**src/rtl/rv_pkg.sv**
```systemverilog
// rtl/rv_pkg.sv - shared RISC-V core constants: counter states, XLEN default, branch funct3 codes
package rv_pkg;

    localparam int RV_XLEN = 32;

    // 2-bit saturating branch history counter states
    localparam logic [1:0] CTR_SNT = 2'b00;
    localparam logic [1:0] CTR_WNT = 2'b01;
    localparam logic [1:0] CTR_WT  = 2'b10;
    localparam logic [1:0] CTR_ST  = 2'b11;

    // Conditional branch funct3 encodings used by the comparator
    localparam logic [2:0] F3_BEQ  = 3'b000;
    localparam logic [2:0] F3_BNE  = 3'b001;
    localparam logic [2:0] F3_BLT  = 3'b100;
    localparam logic [2:0] F3_BGE  = 3'b101;
    localparam logic [2:0] F3_BLTU = 3'b110;
    localparam logic [2:0] F3_BGEU = 3'b111;

endpackage

```
**src/rtl/sat_counter2.sv**
```systemverilog
// rtl/sat_counter2.sv - next-state logic for a 2-bit saturating taken/not-taken counter
module sat_counter2
    import rv_pkg::*;
(
    input  logic [1:0] ctr,
    input  logic       taken,
    output logic [1:0] ctr_next
);

    // Step toward taken or not-taken, holding at either end
    always_comb begin
        ctr_next = ctr;
        if (taken && (ctr != CTR_ST)) begin
            ctr_next = ctr + 2'd1;
        end else if (!taken && (ctr != CTR_SNT)) begin
            ctr_next = ctr - 2'd1;
        end
    end

endmodule

```
**src/rtl/branch_predictor.sv**
```systemverilog
// rtl/branch_predictor.sv - direct-mapped BTB with 2-bit counters and branch statistics
module branch_predictor
    import rv_pkg::*;
#(
    parameter int INDEX_BITS = 6,
    parameter int XLEN       = RV_XLEN
) (
    input  logic            clk,
    input  logic            reset,
    input  logic [XLEN-1:0] lkp_pc,
    output logic            pred_hit,
    output logic            pred_taken,
    output logic [XLEN-1:0] pred_target,
    input  logic            upd_valid,
    input  logic [XLEN-1:0] upd_pc,
    input  logic            upd_taken,
    input  logic [XLEN-1:0] upd_target,
    input  logic            upd_pred_taken,
    output logic [31:0]     branch_count,
    output logic [31:0]     mispredict_count
);

    localparam int DEPTH = 2 ** INDEX_BITS;
    localparam int TAG_W = XLEN - INDEX_BITS - 2;

    logic             valid_q  [DEPTH];
    logic             valid_d  [DEPTH];
    logic [1:0]       ctr_q    [DEPTH];
    logic [1:0]       ctr_d    [DEPTH];
    logic [TAG_W-1:0] tag_q    [DEPTH];
    logic [TAG_W-1:0] tag_d    [DEPTH];
    logic [XLEN-1:0]  target_q [DEPTH];
    logic [XLEN-1:0]  target_d [DEPTH];

    logic [31:0] branch_count_q, branch_count_d;
    logic [31:0] mispredict_count_q, mispredict_count_d;

    logic [INDEX_BITS-1:0] lkp_idx, upd_idx;
    logic [TAG_W-1:0]      lkp_tag, upd_tag;
    logic                  upd_hit;
    logic [1:0]            upd_ctr_next;

    // Byte-offset bits never take part in indexing or tagging
    logic unused_pc_bits;
    assign unused_pc_bits = ^{lkp_pc[1:0], upd_pc[1:0]};

    assign lkp_idx = lkp_pc[INDEX_BITS+1:2];
    assign lkp_tag = lkp_pc[XLEN-1:INDEX_BITS+2];
    assign upd_idx = upd_pc[INDEX_BITS+1:2];
    assign upd_tag = upd_pc[XLEN-1:INDEX_BITS+2];

    // Fetch-side lookup reads the current table contents; no bypass from the update port
    always_comb begin
        pred_hit    = valid_q[lkp_idx] && (tag_q[lkp_idx] == lkp_tag);
        pred_taken  = pred_hit && ctr_q[lkp_idx][1];
        pred_target = pred_taken ? target_q[lkp_idx] : (lkp_pc + XLEN'(4));
    end

    assign upd_hit = valid_q[upd_idx] && (tag_q[upd_idx] == upd_tag);

    sat_counter2 u_sat_counter2 (
        .ctr      (ctr_q[upd_idx]),
        .taken    (upd_taken),
        .ctr_next (upd_ctr_next)
    );

    // Resolved-branch training: train on hit, allocate on taken miss, ignore not-taken miss
    always_comb begin
        valid_d  = valid_q;
        ctr_d    = ctr_q;
        tag_d    = tag_q;
        target_d = target_q;
        if (upd_valid) begin
            if (upd_hit) begin
                ctr_d[upd_idx] = upd_ctr_next;
                if (upd_taken) begin
                    target_d[upd_idx] = upd_target;
                end
            end else if (upd_taken) begin
                valid_d[upd_idx]  = 1'b1;
                tag_d[upd_idx]    = upd_tag;
                target_d[upd_idx] = upd_target;
                ctr_d[upd_idx]    = CTR_WT;
            end
        end
    end

    // Statistics counters wrap naturally at 32 bits
    always_comb begin
        branch_count_d     = branch_count_q;
        mispredict_count_d = mispredict_count_q;
        if (upd_valid) begin
            branch_count_d = branch_count_q + 32'd1;
            if (upd_taken != upd_pred_taken) begin
                mispredict_count_d = mispredict_count_q + 32'd1;
            end
        end
    end

    // Valid bits, counters and statistics clear on reset, which overrides any update
    always_ff @(posedge clk) begin
        if (reset) begin
            for (int i = 0; i < DEPTH; i++) begin
                valid_q[i] <= 1'b0;
                ctr_q[i]   <= CTR_WNT;
            end
            branch_count_q     <= 32'd0;
            mispredict_count_q <= 32'd0;
        end else begin
            valid_q            <= valid_d;
            ctr_q              <= ctr_d;
            branch_count_q     <= branch_count_d;
            mispredict_count_q <= mispredict_count_d;
        end
    end

    // Tag and target need no reset since valid gates them; reset still blocks writes
    always_ff @(posedge clk) begin
        if (!reset) begin
            tag_q    <= tag_d;
            target_q <= target_d;
        end
    end

    assign branch_count     = branch_count_q;
    assign mispredict_count = mispredict_count_q;

endmodule

```
**config.mk**
```make
export PLATFORM = sky130hd
export DESIGN_NAME = branch_predictor
export DESIGN_NICKNAME = d
export VERILOG_FILES = /design/src/rtl/rv_pkg.sv /design/src/rtl/sat_counter2.sv /design/src/rtl/branch_predictor.sv
export SDC_FILE = /design/constraint.sdc
export NUM_CORES = 2
export LEC_CHECK = 0
export BUFFER_PORTS_ARGS = -buffer_cell sky130_fd_sc_hd__clkbuf_2
export CAP_MARGIN = 20
export CORE_MARGIN = 5
export CORE_UTILIZATION = 57
export CTS_CLUSTER_SIZE = 8
export DETAILED_ROUTE_END_ITERATION = 12
export HOLD_SLACK_MARGIN = 0.15
export PLACE_DENSITY_LB_ADDON = 0.2
export SLEW_MARGIN = 20
export SYNTH_ARGS = -nofsm -noshare
export SYNTH_HDL_FRONTEND = slang
export SYNTH_SLANG_ARGS = --single-unit
```
**constraint.sdc**
```tcl
create_clock -name clk -period 4.6 [get_ports clk]
set_clock_uncertainty 0.05 [all_clocks]
set_input_delay 0.23 -clock clk [delete_from_list [all_inputs] [get_ports clk]]
set_output_delay 0.23 -clock clk [all_outputs]
set_load 0.01 [all_outputs]
```
==> summary.md <==
| Metric | Value |
|---|---|
| Share of cells above drive strength 1 | `32.83%` |
| Clock slew seen by the registers of the worst setup and hold paths | `0.05 ns` |
| Clk buf depth | `4` |
| Leak Pwr | `roughly 66 nW` |
| Main synth FF type | `edfxtp_1` |
| CP Capture Type | `output pin` |
| Worst Slack Setup Final | `-0.6144 ns` |
| I/O Buffers | `196` |
| MaxCap Viol Count | `0` |
| Clk_lat worst skew | `1.05 ns` |
| Remaining DRCs | `0` |
| R2r endpoint | `tag_q[469]$_DFFE_PP_` |
| Via count | `106,000` |
| WL/cell | `43.40 µm` |
| Worst vdd ir | `430.1 µV` |
| Worst EP arrival | `4.93 ns` |
| Fin util | `67.89%` |
| Crit-path max FO | `5` |
| Global routing usage on met3 | `13.21%` |
| Met2 layer usage reported by global route | `60.88%` |
| Unique masters post-synth | `between 90 and 100` |
| Placer Congestion | `1.033` |
| Slew @ Worst Pin | `1.245 ns` |
| Synth top area share | `64.95%` |
| Average size of a mapped cell | `18.59 µm²` |
| Crit path from | `tag_q[1336]$_DFFE_PP_` |
| Post-route ant nets | `0` |
| Flop2flop setup slack | `0.01 ns` |
| Seq/Total Area, Yosys | `about 68%` |
| Rows | `198` |
| Post-DP Area | `180,800 µm²` |
| Total wire length | `roughly 600 mm` |
| Min Tclk post-route | `approximately 5.2 ns` |
| Design Area, Final | `approximately 200,000 µm²` |
| Drt initial violations | `approximately 18,000` |
| Power density cells | `a little over 400 nW/µm²` |
| R2r startpoint | `tag_q[1497]$_DFFE_PP_` |
| Max frequency | `191.8 MHz` |
| RSZ-0062 raised after global routing | `yes` |
| CTS tree | `yes` |
| Final setup viols | `34` |
| Busiest grt layer | `met2` |
| H-Tree Depth | `6` |
| Post-synth EDFFs | `3,584` |
| Critical path class | `reg -> out` |
| Startpoint Class | `flop` |
| CTS sink cnt | `3,840` |
| Gr usage total | `40.31%` |
| Largest net degree at the start of global routing | `around 140` |
| Die width | `549.2 µm` |
| Final max-slew violation count | `0` |
| Via-per-instance ratio | `around 7.5` |
| Area grow syn2layout | `18.95%` |
| Synthesized instance count | `8,916` |
| Relative slew slack | `roughly 17%` |
| Total die area | `301,600 µm²` |
| Vias in the first global route | `105,100` |
| Violated checks | `setup timing` |
| Worst Hold Class | `in -> reg` |
| Die Height | `549.2 µm` |
| Pre-antenna DRT Iters | `9` |
| Synthesized Nets | `9,022` |
| Num CTS Buffers | `550` |
| Pre-CTS WS | `-0.4434 ns` |
| Congestion Overflow GR | `0` |
| Power Total | `just over 80 mW` |
| Fin Setup TNS | `-18.76 ns` |
| Area leader, netlist | `edfxtp_1` |
| GR Util met1 | `49.84%` |
| Fin crit share | `113.4%` |
| WHS Endpoint | `branch_count[0]$_SDFFE_PP0P_` |
| Synth warn | `0` |
| Fin. Hold Viols | `0` |
| Fin nets | `10,200` |
| Asr flop ratio synth | `0%` |
| R2R depth | `14` |
| Core Footprint | `a little under 300,000 µm²` |
| Initial Util | `57.07%` |
| Antenna violations before repair | `56` |
| Synth Register Bits | `3,840` |
| HP Start | `upd_valid` |
| Hold Path Stages | `4` |
| Outcome | `complete, but fails checks` |
| CP required | `4.32 ns` |
| First-pass GRT wire length | `840.7 mm` |
| DP Wirelength | `388.3 mm` |
| Root buf cell | `clkbuf_16` |
| I/O Pins | `a little under 200` |
| Synthesized area | `165,700 µm²` |
| Synth top area cells | `edfxtp_1 (65%), mux4_2 (16%), dfxtp_1 (3.1%)` |
## kinds of logic after synthesis
| group | share of synthesized area, % |
|---|---|
| flops | 68.04 |
| mux | 19.94 |
| simple gates | 3.617 |
| compound gates | 5.301 |
| buf+inv | 2.389 |
| xor+xnor | 0.6712 |
| fa+ha+maj | 0.03775 |
## metal layers
metal,part of all wire [%],vias up
met1,32,54100
met3,14,2308
met2,45,9992
li1,-,39560
met4,8.6,22
met5,0.026,-
## critical path: stages, from the launching register on
cell and delay (ns):
edfxtp_1 0.50, mux4_2 0.49, o211ai_1 0.22, nand4_1 0.18
o211ai_1 0.61, buf_4 0.31, xor2_4 0.19, nand4bb_1 0.14
nor3b_2 0.19, buf_4 0.14, nand4_4 0.10, buf_12 0.19
buf_12 0.14, mux2_4 0.34, clkbuf_2 0.14
## power by group
group | total, mW | switching [mW] | internal (mW)
combinational | 6.12 | 3.82 | 2.30
clock | 36.7 | 15.0 | 21.6
sequential | 38.4 | 0.0410 | 38.3
total | 81.1 | 18.9 | 62.2
## worst max-delay path by stage
stage,slack (ns),end
after detailed placement,-0.44,tag_q[1233]$_DFFE_PP_
final,-0.61,pred_target[13]
after global routing,-0.62,pred_target[13]
after global placement,-0.71,pred_hit
after CTS,-0.47,pred_target[25]
after floorplan,0.43,tag_q[0]$_DFFE_PP_
## flip-flops by register name, indices dropped and copies added (netlist names)
register and count:
branch_count 32, ctr_q 128, mispredict_count 32, tag_q 1536, target_q 2048, valid_q 64
## metrics by stage
stage | std cells | hold slack, ns
after global routing | 14100 | 0.2382
after floorplan | 8916 | 0.2789
after detailed placement | 13370 | 0.3911
after CTS | 14060 | 0.1576
after global placement | 13370 | 0.3874
final | 14130 | 0.2319
## cell usage after synthesis, types with 17 or more instances
master	n
o21ai_1	43
mux4_2	1178
nand2b_1	77
xnor2_1	60
mux2_1	18
a31oi_1	28
mux2_4	29
nand4_1	45
clkbuf_1	205
nand3_1	130
nor3_1	45
mux2i_1	510
a22o_1	30
buf_2	275
xor2_1	67
a211oi_1	33
nor2_1	319
buf_6	66
a221o_1	37
nand2_1	309
o21ai_0	101
mux2_2	69
edfxtp_1	3584
a41oi_1	129
a221oi_1	84
a22oi_1	257
nand3b_1	17
buf_1	49
and3_1	102
dfxtp_1	256
inv_1	75
o21a_1	62
nor2b_1	31
a21oi_1	126
buf_4	66
o22ai_1	140
## repair_timing
action | in CTS | in global routing
pin swaps | 14 | 3
gates cloned | 1 | 0
endpoints found under the hold margin | 2103 | 1536
setup buffers | 5 | 0
gates resized for setup | 36 | 40
setup endpoints to repair | 34 | 34
hold buffers | 42 | 24
## cells in the final DEF (no fill, tap or decap), drive strengths merged, types with 14 or more instances in the layout
| cell type | count |
|---|---|
| dfxtp | 256 |
| xor2 | 67 |
| o211ai | 23 |
| clkinv | 30 |
| or3 | 14 |
| inv | 101 |
| nand2 | 309 |
| nand4 | 47 |
| nor4 | 23 |
| clkbuf | 737 |
| mux4 | 1178 |
| nor2 | 319 |
| mux2 | 116 |
| a31oi | 28 |
| buf | 1084 |
| a21oi | 127 |
| nand2b | 77 |
| nor3 | 49 |
| a221oi | 84 |
| o221ai | 16 |
| a22o | 30 |
| nand3b | 17 |
| a41oi | 129 |
| o21ai | 144 |
| xnor2 | 60 |
| o21a | 62 |
| a22oi | 257 |
| dlygate4sd3 | 66 |
| nor2b | 31 |
| a211oi | 33 |
| edfxtp | 3584 |
| nand3 | 131 |
| diode | 39 |
| and3 | 102 |
| o22ai | 140 |
| mux2i | 510 |
| a221o | 37 |
## final cells by class
type	count	area (µm²)
Sequential cell	3840	112700
Inverter	80	306.5
Clock buffer	600	14120
Multi-Input combinational cell	4330	50360
Clock inverter	51	947.2
Fill cell	18420	93230
Tap cell	3900	4880
Antenna cell	39	97.59
Timing Repair Buffer	1287	13650
(Power assumes the default switching activity.)
